## config.mk

```make
export PLATFORM = sky130hd
export DESIGN_NAME = dmem_arbiter
export DESIGN_NICKNAME = d
export VERILOG_FILES = /design/src/rtl/dmem_arbiter.sv
export SDC_FILE = /design/constraint.sdc
export NUM_CORES = 1
export LEC_CHECK = 0
export ABC_CLOCK_PERIOD_IN_PS = 6440
export CAP_MARGIN = 20
export CORE_MARGIN = 3
export CORE_UTILIZATION = 33
export CTS_CLUSTER_DIAMETER = 150
export DETAILED_ROUTE_END_ITERATION = 10
export PLACE_DENSITY = 0.7
export SYNTH_ARGS = -nofsm -noshare
export SYNTH_HDL_FRONTEND = slang
export SYNTH_SLANG_ARGS = --single-unit
```

## constraint.sdc

```tcl
create_clock -name clock -period 6.44 [get_ports clock]
set_clock_uncertainty 0.2 [all_clocks]
set_input_delay 1.932 -clock clock [delete_from_list [all_inputs] [get_ports clock]]
set_output_delay 1.932 -clock clock [all_outputs]
set_load 0.02 [all_outputs]
```

## src/rtl/dmem_arbiter.sv

```systemverilog
// Data-memory arbiter: the processor has fixed priority; a single buffered host
// access takes idle memory cycles and is forced through after STARVE_LIMIT denials.
module dmem_arbiter #(
  parameter int AW           = 32,
  parameter int DW           = 32,
  parameter int STARVE_LIMIT = 4
) (
  input  logic          clock,
  input  logic          reset,
  input  logic          cpu_mem_read,
  input  logic          cpu_mem_write,
  input  logic [AW-1:0] cpu_addr,
  input  logic [DW-1:0] cpu_din,
  output logic [DW-1:0] cpu_dout,
  output logic          cpu_stall,
  input  logic          host_req,
  input  logic          host_we,
  input  logic [AW-1:0] host_addr,
  input  logic [DW-1:0] host_wdata,
  output logic          host_ready,
  output logic [DW-1:0] host_rdata,
  output logic          host_rvalid,
  output logic          mem_read,
  output logic          mem_write,
  output logic [AW-1:0] mem_addr,
  output logic [DW-1:0] mem_din,
  input  logic [DW-1:0] mem_dout,
  output logic [15:0]   stall_count
);

  if (STARVE_LIMIT < 1 || STARVE_LIMIT > 15) begin : g_bad_limit
    $error("dmem_arbiter: STARVE_LIMIT must be in 1..15");
  end

  typedef enum logic {ST_IDLE, ST_WAIT} state_t;

  state_t        state;
  logic [3:0]    starve_cnt;
  logic          buf_we;
  logic [AW-1:0] buf_addr;
  logic [DW-1:0] buf_wdata;
  logic [15:0]   stall_cnt_q;
  logic          cpu_act;
  logic          host_win;

  assign cpu_act  = cpu_mem_read | cpu_mem_write;
  assign host_win = (state == ST_WAIT) &&
                    (!cpu_act || (starve_cnt == 4'(STARVE_LIMIT)));

  // Exactly one requester owns the memory port in any cycle.
  assign mem_read    = host_win ? !buf_we   : cpu_mem_read;
  assign mem_write   = host_win ? buf_we    : cpu_mem_write;
  assign mem_addr    = host_win ? buf_addr  : cpu_addr;
  assign mem_din     = host_win ? buf_wdata : cpu_din;
  assign cpu_dout    = mem_dout;
  assign cpu_stall   = host_win & cpu_act;
  assign host_ready  = (state == ST_IDLE);
  assign stall_count = stall_cnt_q;

  always_ff @(posedge clock or posedge reset) begin
    if (reset) begin
      state       <= ST_IDLE;
      starve_cnt  <= '0;
      buf_we      <= 1'b0;
      buf_addr    <= '0;
      buf_wdata   <= '0;
      host_rdata  <= '0;
      host_rvalid <= 1'b0;
    end else begin
      host_rvalid <= 1'b0;
      case (state)
        ST_IDLE: begin
          starve_cnt <= '0;
          if (host_req) begin
            buf_we    <= host_we;
            buf_addr  <= host_addr;
            buf_wdata <= host_wdata;
            state     <= ST_WAIT;
          end
        end
        ST_WAIT: begin
          if (host_win) begin
            starve_cnt <= '0;
            state      <= ST_IDLE;
            if (!buf_we) begin
              host_rdata  <= mem_dout;
              host_rvalid <= 1'b1;
            end
          end else begin
            starve_cnt <= starve_cnt + 4'd1;
          end
        end
        default: state <= ST_IDLE;
      endcase
    end
  end

  always_ff @(posedge clock or posedge reset) begin
    if (reset)
      stall_cnt_q <= '0;
    else if (cpu_stall && stall_cnt_q != 16'hFFFF)
      stall_cnt_q <= stall_cnt_q + 16'd1;
  end

endmodule

```

==> results of run 1 <==
-- logic make-up after synthesis --
logic type                 synth area share (%)
and+or+nand+nor                            5.09
adders and majority gates                 0.653
xor gates and xnor gates                   1.07
muxes                                      33.5
AOI/OAI and AO/OA                          1.74
DFF                                        51.8
buffers and inverters                      6.18
-- registers in the layout (all words and copies together) (netlist names) --
register,count
buf_wdata,32
host_rdata,32
stall_count,16
starve_cnt,4
state,1
buf_addr,32
buf_we,1
host_rvalid,1
-- through the flow --
| stage | cell area, um^2 | std cells | total power [W] | util (%) | hold WS (ns) |
|---|---|---|---|---|---|
| 2_1_floorplan | 5750 | 416 | 0.00203 | - | 0.253 |
| 3_3_place_gp | 8930 | 906 | 0.00269 | 53.1 | 0.267 |
| 3_5_place_dp | 8930 | 906 | 0.00273 | 53.1 | 0.276 |
| 4_1_cts | 9500 | 937 | 0.00368 | 56.5 | 0.288 |
| 5_1_grt | 9500 | 937 | 0.00381 | 56.5 | 0.304 |
| 6_report | 9500 | 937 | 0.00361 | 56.5 | 0.283 |
-- worst paths after layout --
kind | endpoint | slack [ns] | depth (start not counted) | start
worst min register to register | starve_cnt[0]$_DFF_PP0_ | 0.28 | 1 | starve_cnt[0]$_DFF_PP0_
max in group asynchronous | buf_addr[31]$_DFFE_PP0P_ | 3.55 | 3 | reset
worst max register to register | host_rdata[4]$_DFFE_PP0P_ | 3.53 | 7 | starve_cnt[0]$_DFF_PP0_
worst max-delay path | mem_din[6] | 0.31 | 6 | cpu_mem_write
min in group asynchronous | host_rdata[21]$_DFFE_PP0P_ | 1.57 | 2 | reset
worst min-delay path | starve_cnt[0]$_DFF_PP0_ | 0.28 | 1 | starve_cnt[0]$_DFF_PP0_
-- cells in the mapped netlist (all sizes together) --
cell,count
dfrtp,119
nand4,4
nand3,7
xnor2,5
mux2,170
nand3b,1
nor2,7
o2111ai,1
or2,1
nand2,7
nor3,4
o21a,1
buf,50
nand2b,2
nor2b,1
and4,1
xor2,2
a21oi,2
a31oi,2
mux2i,1
and2,1
and3,6
o211ai,1
or4,2
nor4,1
ha,3
inv,6
o21ai,7
a21o,1
-- power groups by stage --
stage	registers [W]	logic, W	clock network, W
6_report	0.00128	0.00143	0.000912
5_1_grt	0.00132	0.00151	0.000978
4_1_cts	0.00128	0.00145	0.000940
3_5_place_dp	0.00129	0.00144	0
3_3_place_gp	0.00127	0.00141	0
2_1_floorplan	0.00135	0.000681	0
-- cell type report --
type	count	area (um^2)
fillers	1411	7320
clock buffers	22	474
flip-flops and latches	119	2980
multi-input cells	241	2440
clock inverters	9	100
well taps	220	275
repair buffers	320	3210
inverters	6	25.0
-- worst register-to-register path: cells and delay by family, from the launching register on --
kind                     cells  cell delay, ns
adder cells (fa/ha/maj)      1            0.16
multiplexers                 1            0.45
buffers and inverters        2            0.25
AO/OA/AOI/OAI                1            0.32
AND/OR/NAND/NOR              2            1.03
flip-flops                   1            0.40
-- per-layer routing --
layer  track usage, %  share of wire [%]
met1             20.2                 38
met2             32.3                 55
met3             4.46                5.8
met4             6.20                1.4
met5                0                  0
==> out/qor.csv, run 1 <==
stage,metric,value,unit
floorplanning,core.rowCount,47,
floorplanning,dieArea,19000,um^2
synth,netlist_area,5750,um^2
worst_setup_path,arrival,4.00,ns
placed_design,place.gp.congestion,0.772,
cts,post_cts_resize_count,0,
worst_setup_path,crit_buf_inv,3,
global_route,grt_overflow,0,
worst_setup_path,path_cells,clkdlybuf4s50_1 > or2_1 > a21o_4 > buf_12 > mux2_1 > clkdlybuf4s50_1,
worst_setup_path,critPathTopFamily,buffers and inverters,
synth,ys_seq_elements,119,
timing,rsz0062_at_grt,no,
timing,worst_slack,0.312,ns
cts,insertion_delay,0.40,ns
run,maxCapViolations,0,
timing,finalCritPeriodShare,95.2,%
worst_setup_path,crit_fanout,31,
placed_design,place_ws,0.298,ns
cts,cts_max_path_buffers,2,
placed_design,post-dp-hpwl,13200,um
power_and_ir_drop,p_seq_share,35.3,%
layout,diodes,0,
synth,synth.yosys.seq_area_share,51.8,%
global_route,first_global_vias,4687,
power_and_ir_drop,p_switching,0.00114,W
detailed_routing,drt_iter0_drc,76,
detailed_routing,avgViaCountPerCell,4.62,
worst_setup_path,path_class,in -> out,
synth,netlist.area_leader.share,51.8,%
timing,drv_slew,0,
power_and_ir_drop,power_frac_comb,39.5,%
timing,hold_viol_final,0,
placed_design,io_buffers,314,
detailed_routing,wl,17000,um
timing,totalNegativeSetupSlack,0,ns
synth,yosysWarnings,0,
detailed_routing,antenna_left,0,
global_route,grt_start_max_net_pins,57,
outcome,status,"finished, final reports clean",
power_and_ir_drop,leakage,3.85,nW
power_and_ir_drop,power.density,380,nW/um^2
floorplanning,core_area,16800,um^2
worst_setup_path,slowest_stage,clkdlybuf4s50_1,
detailed_routing,firstDrtPassIters,4,
cts,cts_tree,done,
power_and_ir_drop,p_int,0.00248,W
synth,yosys.area.top_type,dfrtp_1,
worst_setup_path,required,4.31,ns
timing,min_period,6.13,ns
worst_setup_path,cp-start-kind,input port,
cts,post_cts_buffers,0,
cts,cts-root-buf,clkbuf_16,
synth,synthCells,416,
layout,area_growth,65.3,%
detailed_routing,drc_errors,0,
global_route,grt_first_pass_wirelength,25500,um
floorplanning,chipHeight,138,um
timing,relSlewSlack,34.9,%
worst_setup_path,cp-end-kind,output port,
cts,cts.sinks,119,
floorplanning,initial_core_util,34.2,%
layout,mostFrequentLayoutCells,"clkdlybuf4s50_1 (314), dfrtp_1 (119), mux2_2 (107), mux2_1 (63), clkbuf_16 (17)",
detailed_routing,vias,4328,
layout,final_nets,874,
timing,worst_pin_slew,0.975,ns
cts,htreeDepth,4,
power_and_ir_drop,max-vdd-ir-drop,0.192,mV
worst_hold_path,hp-class,reg -> reg,
layout,layout-drive-gt1-share,21.5,%
cts,clk_pin_slew,0.05,ns
cts,cts_hold_buf,0,
floorplanning,fp.dieW,138,um
cts,cts_inserted_buffers,17,
layout,final_common_cell,clkdlybuf4s50_1,
global_route,grt_use_total,17.8,%
worst_setup_path,cpPeakStageDelay,0.57,ns
synth,synth_fp_nets,585,
timing,fmax,163,MHz
synth,syn_avg_cell_area,13.8,um^2
power_and_ir_drop,p_sw_share,31.5,%
synth,synth_area_leaders,"dfrtp_1 (52%), mux2_2 (21%), mux2_1 (12%)",
synth,synth.distinct_cells,39,
floorplanning,io_pins,315,
detailed_routing,post_drt_wl_per_cell,18.1,um
power_and_ir_drop,p_clk_share,25.2,%
worst_setup_path,critPathMostFrequentCell,clkdlybuf4s50_1,
timing,setup_viol,0,
global_route,antenna_found_initial,0,
(Power assumes the default switching activity.)
==> run 2: changes to the inputs <==
--- a/config.mk
+++ b/config.mk
@@ -11,6 +11,7 @@
 export CORE_UTILIZATION = 33
 export CTS_CLUSTER_DIAMETER = 150
 export DETAILED_ROUTE_END_ITERATION = 10
+export HOLD_SLACK_MARGIN = 0.05
 export PLACE_DENSITY = 0.7
 export SYNTH_ARGS = -nofsm -noshare
 export SYNTH_HDL_FRONTEND = slang
==> results of run 2 <==
No change in the layout: final DEF, timing and power equal those of run 1.
==> run 3: changes to the inputs <==
--- a/config.mk
+++ b/config.mk
@@ -8,11 +8,12 @@
 export ABC_CLOCK_PERIOD_IN_PS = 6440
 export CAP_MARGIN = 20
 export CORE_MARGIN = 3
-export CORE_UTILIZATION = 33
+export CORE_UTILIZATION = 39
 export CTS_CLUSTER_DIAMETER = 150
 export DETAILED_ROUTE_END_ITERATION = 10
 export HOLD_SLACK_MARGIN = 0.05
-export PLACE_DENSITY = 0.7
+export PLACE_DENSITY = 0.9
+export SLEW_MARGIN = 20
 export SYNTH_ARGS = -nofsm -noshare
 export SYNTH_HDL_FRONTEND = slang
 export SYNTH_SLANG_ARGS = --single-unit
==> run 3 against run 2 <==
Effect of this change:
- total power increased by 4.1%
- non-clock buffer count shrank 2
- worst hold slack better by 0.0059 ns
- maximum frequency shrank 1.5%
- setup slack got worse by 0.094 ns
- clock power is 16% higher
- via count increased by 2.1%
- clock-buffer cell count grew 3
- die area is 15% lower
- critical endpoint is now mem_addr[19]
==> out/qor.csv, run 3 (synthesis results as in run 1) <==
stage,metric,value,unit
floorplanning,fp.dieW,127,um
layout,nFillCells,1013,
layout,final_nets,872,
layout,final-instance-count-excl-fill,896,
placed_design,placed_cells,864,
cts,post_cts_buffers,0,
timing,totalNegativeSetupSlack,0,ns
timing,drv_slew,0,
detailed_routing,drt_iter0_drc,202,
power_and_ir_drop,max-vdd-ir-drop,0.233,mV
cts,post_cts_resize_count,0,
cts,clk_pin_slew,0.05,ns
global_route,antenna_found_initial,0,
cts,cts.sinks,119,
timing,hold_viol_final,0,
detailed_routing,drc_errors,0,
layout,layout-drive-gt1-share,21.2,%
layout,mostFrequentLayoutCells,"clkdlybuf4s50_1 (314), dfrtp_1 (119), mux2_2 (107), mux2_1 (63), clkbuf_16 (17)",
worst_setup_path,arrival,4.09,ns
floorplanning,core_area,14100,um^2
timing,setup_viol,0,
timing,rsz0062_at_grt,no,
detailed_routing,antenna_left,0,
cts,cts-root-buf,clkbuf_16,
global_route,first_global_vias,4944,
timing,fmax,161,MHz
worst_setup_path,crit_fanout,53,
worst_setup_path,cp-end-kind,output port,
detailed_routing,firstDrtPassIters,4,
placed_design,placed_area,8840,um^2
cts,insertion_delay,0.41,ns
floorplanning,core.rowCount,43,
detailed_routing,post_drt_wl_per_cell,18.8,um
layout,final_common_cell,clkdlybuf4s50_1,
worst_setup_path,path_class,in -> out,
cts,cts_tree,done,
layout,utilization,67.2,%
layout,fin_area,9510,um^2
timing,min_period,6.22,ns
worst_hold_path,hp-class,reg -> reg,
detailed_routing,wl,16800,um
global_route,grt_first_pass_wirelength,25900,um
floorplanning,dieArea,16200,um^2
worst_setup_path,cp-start-kind,input port,
run,maxCapViolations,0,
global_route,grt_overflow,0,
power_and_ir_drop,power.density,395,nW/um^2
timing,finalCritPeriodShare,96.6,%
layout,reg_top3,"buf_addr: 32 flops, buf_wdata: 32 flops, host_rdata: 32 flops",
floorplanning,chipHeight,127,um
layout,diodes,0,
placed_design,io_buffers,314,
floorplanning,initial_core_util,40.6,%
cts,htreeDepth,4,
detailed_routing,vias,4420,
global_route,grt_start_max_net_pins,88,
layout,area_growth,65.5,%
floorplanning,io_pins,315,
global_route,grt_use_total,20.6,%
outcome,status,"finished, final reports clean",
worst_setup_path,reg2reg_setup_slack,3.47,ns
placed_design,place.gp.congestion,0.820,
power_and_ir_drop,leakage,3.88,nW
placed_design,post-dp-hpwl,13000,um
cts,cts_hold_buf,0,
detailed_routing,avgViaCountPerCell,4.93,
cts,cts_inserted_buffers,17,
cts,cts_max_path_buffers,2,
timing,worst_pin_slew,0.948,ns
worst_setup_path,required,4.31,ns
timing,relSlewSlack,36.7,%
## run 3: through the flow
| step | hold WS [ns] | setup WS, ns | total power [W] |
|---|---|---|---|
| floorplan | 0.253 | 1.15 | 0.00203 |
| global placement | 0.264 | 0.273 | 0.00266 |
| global route | 0.315 | 0.122 | 0.00394 |
| detailed placement | 0.278 | 0.220 | 0.00272 |
| finish | 0.289 | 0.217 | 0.00376 |
| CTS | 0.290 | 0.206 | 0.00381 |
## run 3: layout make-up
class | instances | area, um^2 | area share (%)
Clock inverter | 7 | 163 | 1.71
Clock buffer | 25 | 505 | 5.31
Tap cell | 180 | 225 | 2.37
Sequential cell | 119 | 2980 | 31.3
Multi-Input combinational cell | 241 | 2430 | 25.5
Inverter | 6 | 27.5 | 0.289
Timing Repair Buffer | 318 | 3190 | 33.5
## run 3: path summary, 6_finish.rpt
check / from / endpoint / depth (start not counted)
setup / recovery: cpu_mem_read / mem_addr[19] / 6
hold / removal: host_rdata[10]$_DFFE_PP0P_ / host_rdata[10]$_DFFE_PP0P_ / 1
setup reg to reg: starve_cnt[0]$_DFF_PP0_ / host_rdata[28]$_DFFE_PP0P_ / 7
hold reg to reg: host_rdata[10]$_DFFE_PP0P_ / host_rdata[10]$_DFFE_PP0P_ / 1
max in group asynchronous: reset / buf_addr[4]$_DFFE_PP0P_ / 3
min in group asynchronous: reset / host_rdata[3]$_DFFE_PP0P_ / 2
## run 3: metal layers
metal  up-vias  global-route usage [%]  wire length [um]
met1      2177                    22.5              6130
li1       2036                       -                 -
met5         -                       0                 0
met4         0                    7.00               344
met3        26                    7.32              1180
met2       181                    37.1              9150
## run 3: power by group
group	internal [W]	leakage, nW	total (W)	switching [W]
logic	0.000799	2.12	0.00142	0.000622
clock network	0.000738	0.324	0.00106	0.000323
registers	0.00108	1.43	0.00128	0.000203
total	0.00261	3.88	0.00376	0.00115
## run 3: critical path: stages
cell,delay (ns)
clkdlybuf4s50_1,0.51
or2_1,0.14
a21o_2,0.24
buf_12,0.29
mux2_2,0.39
clkdlybuf4s50_1,0.55
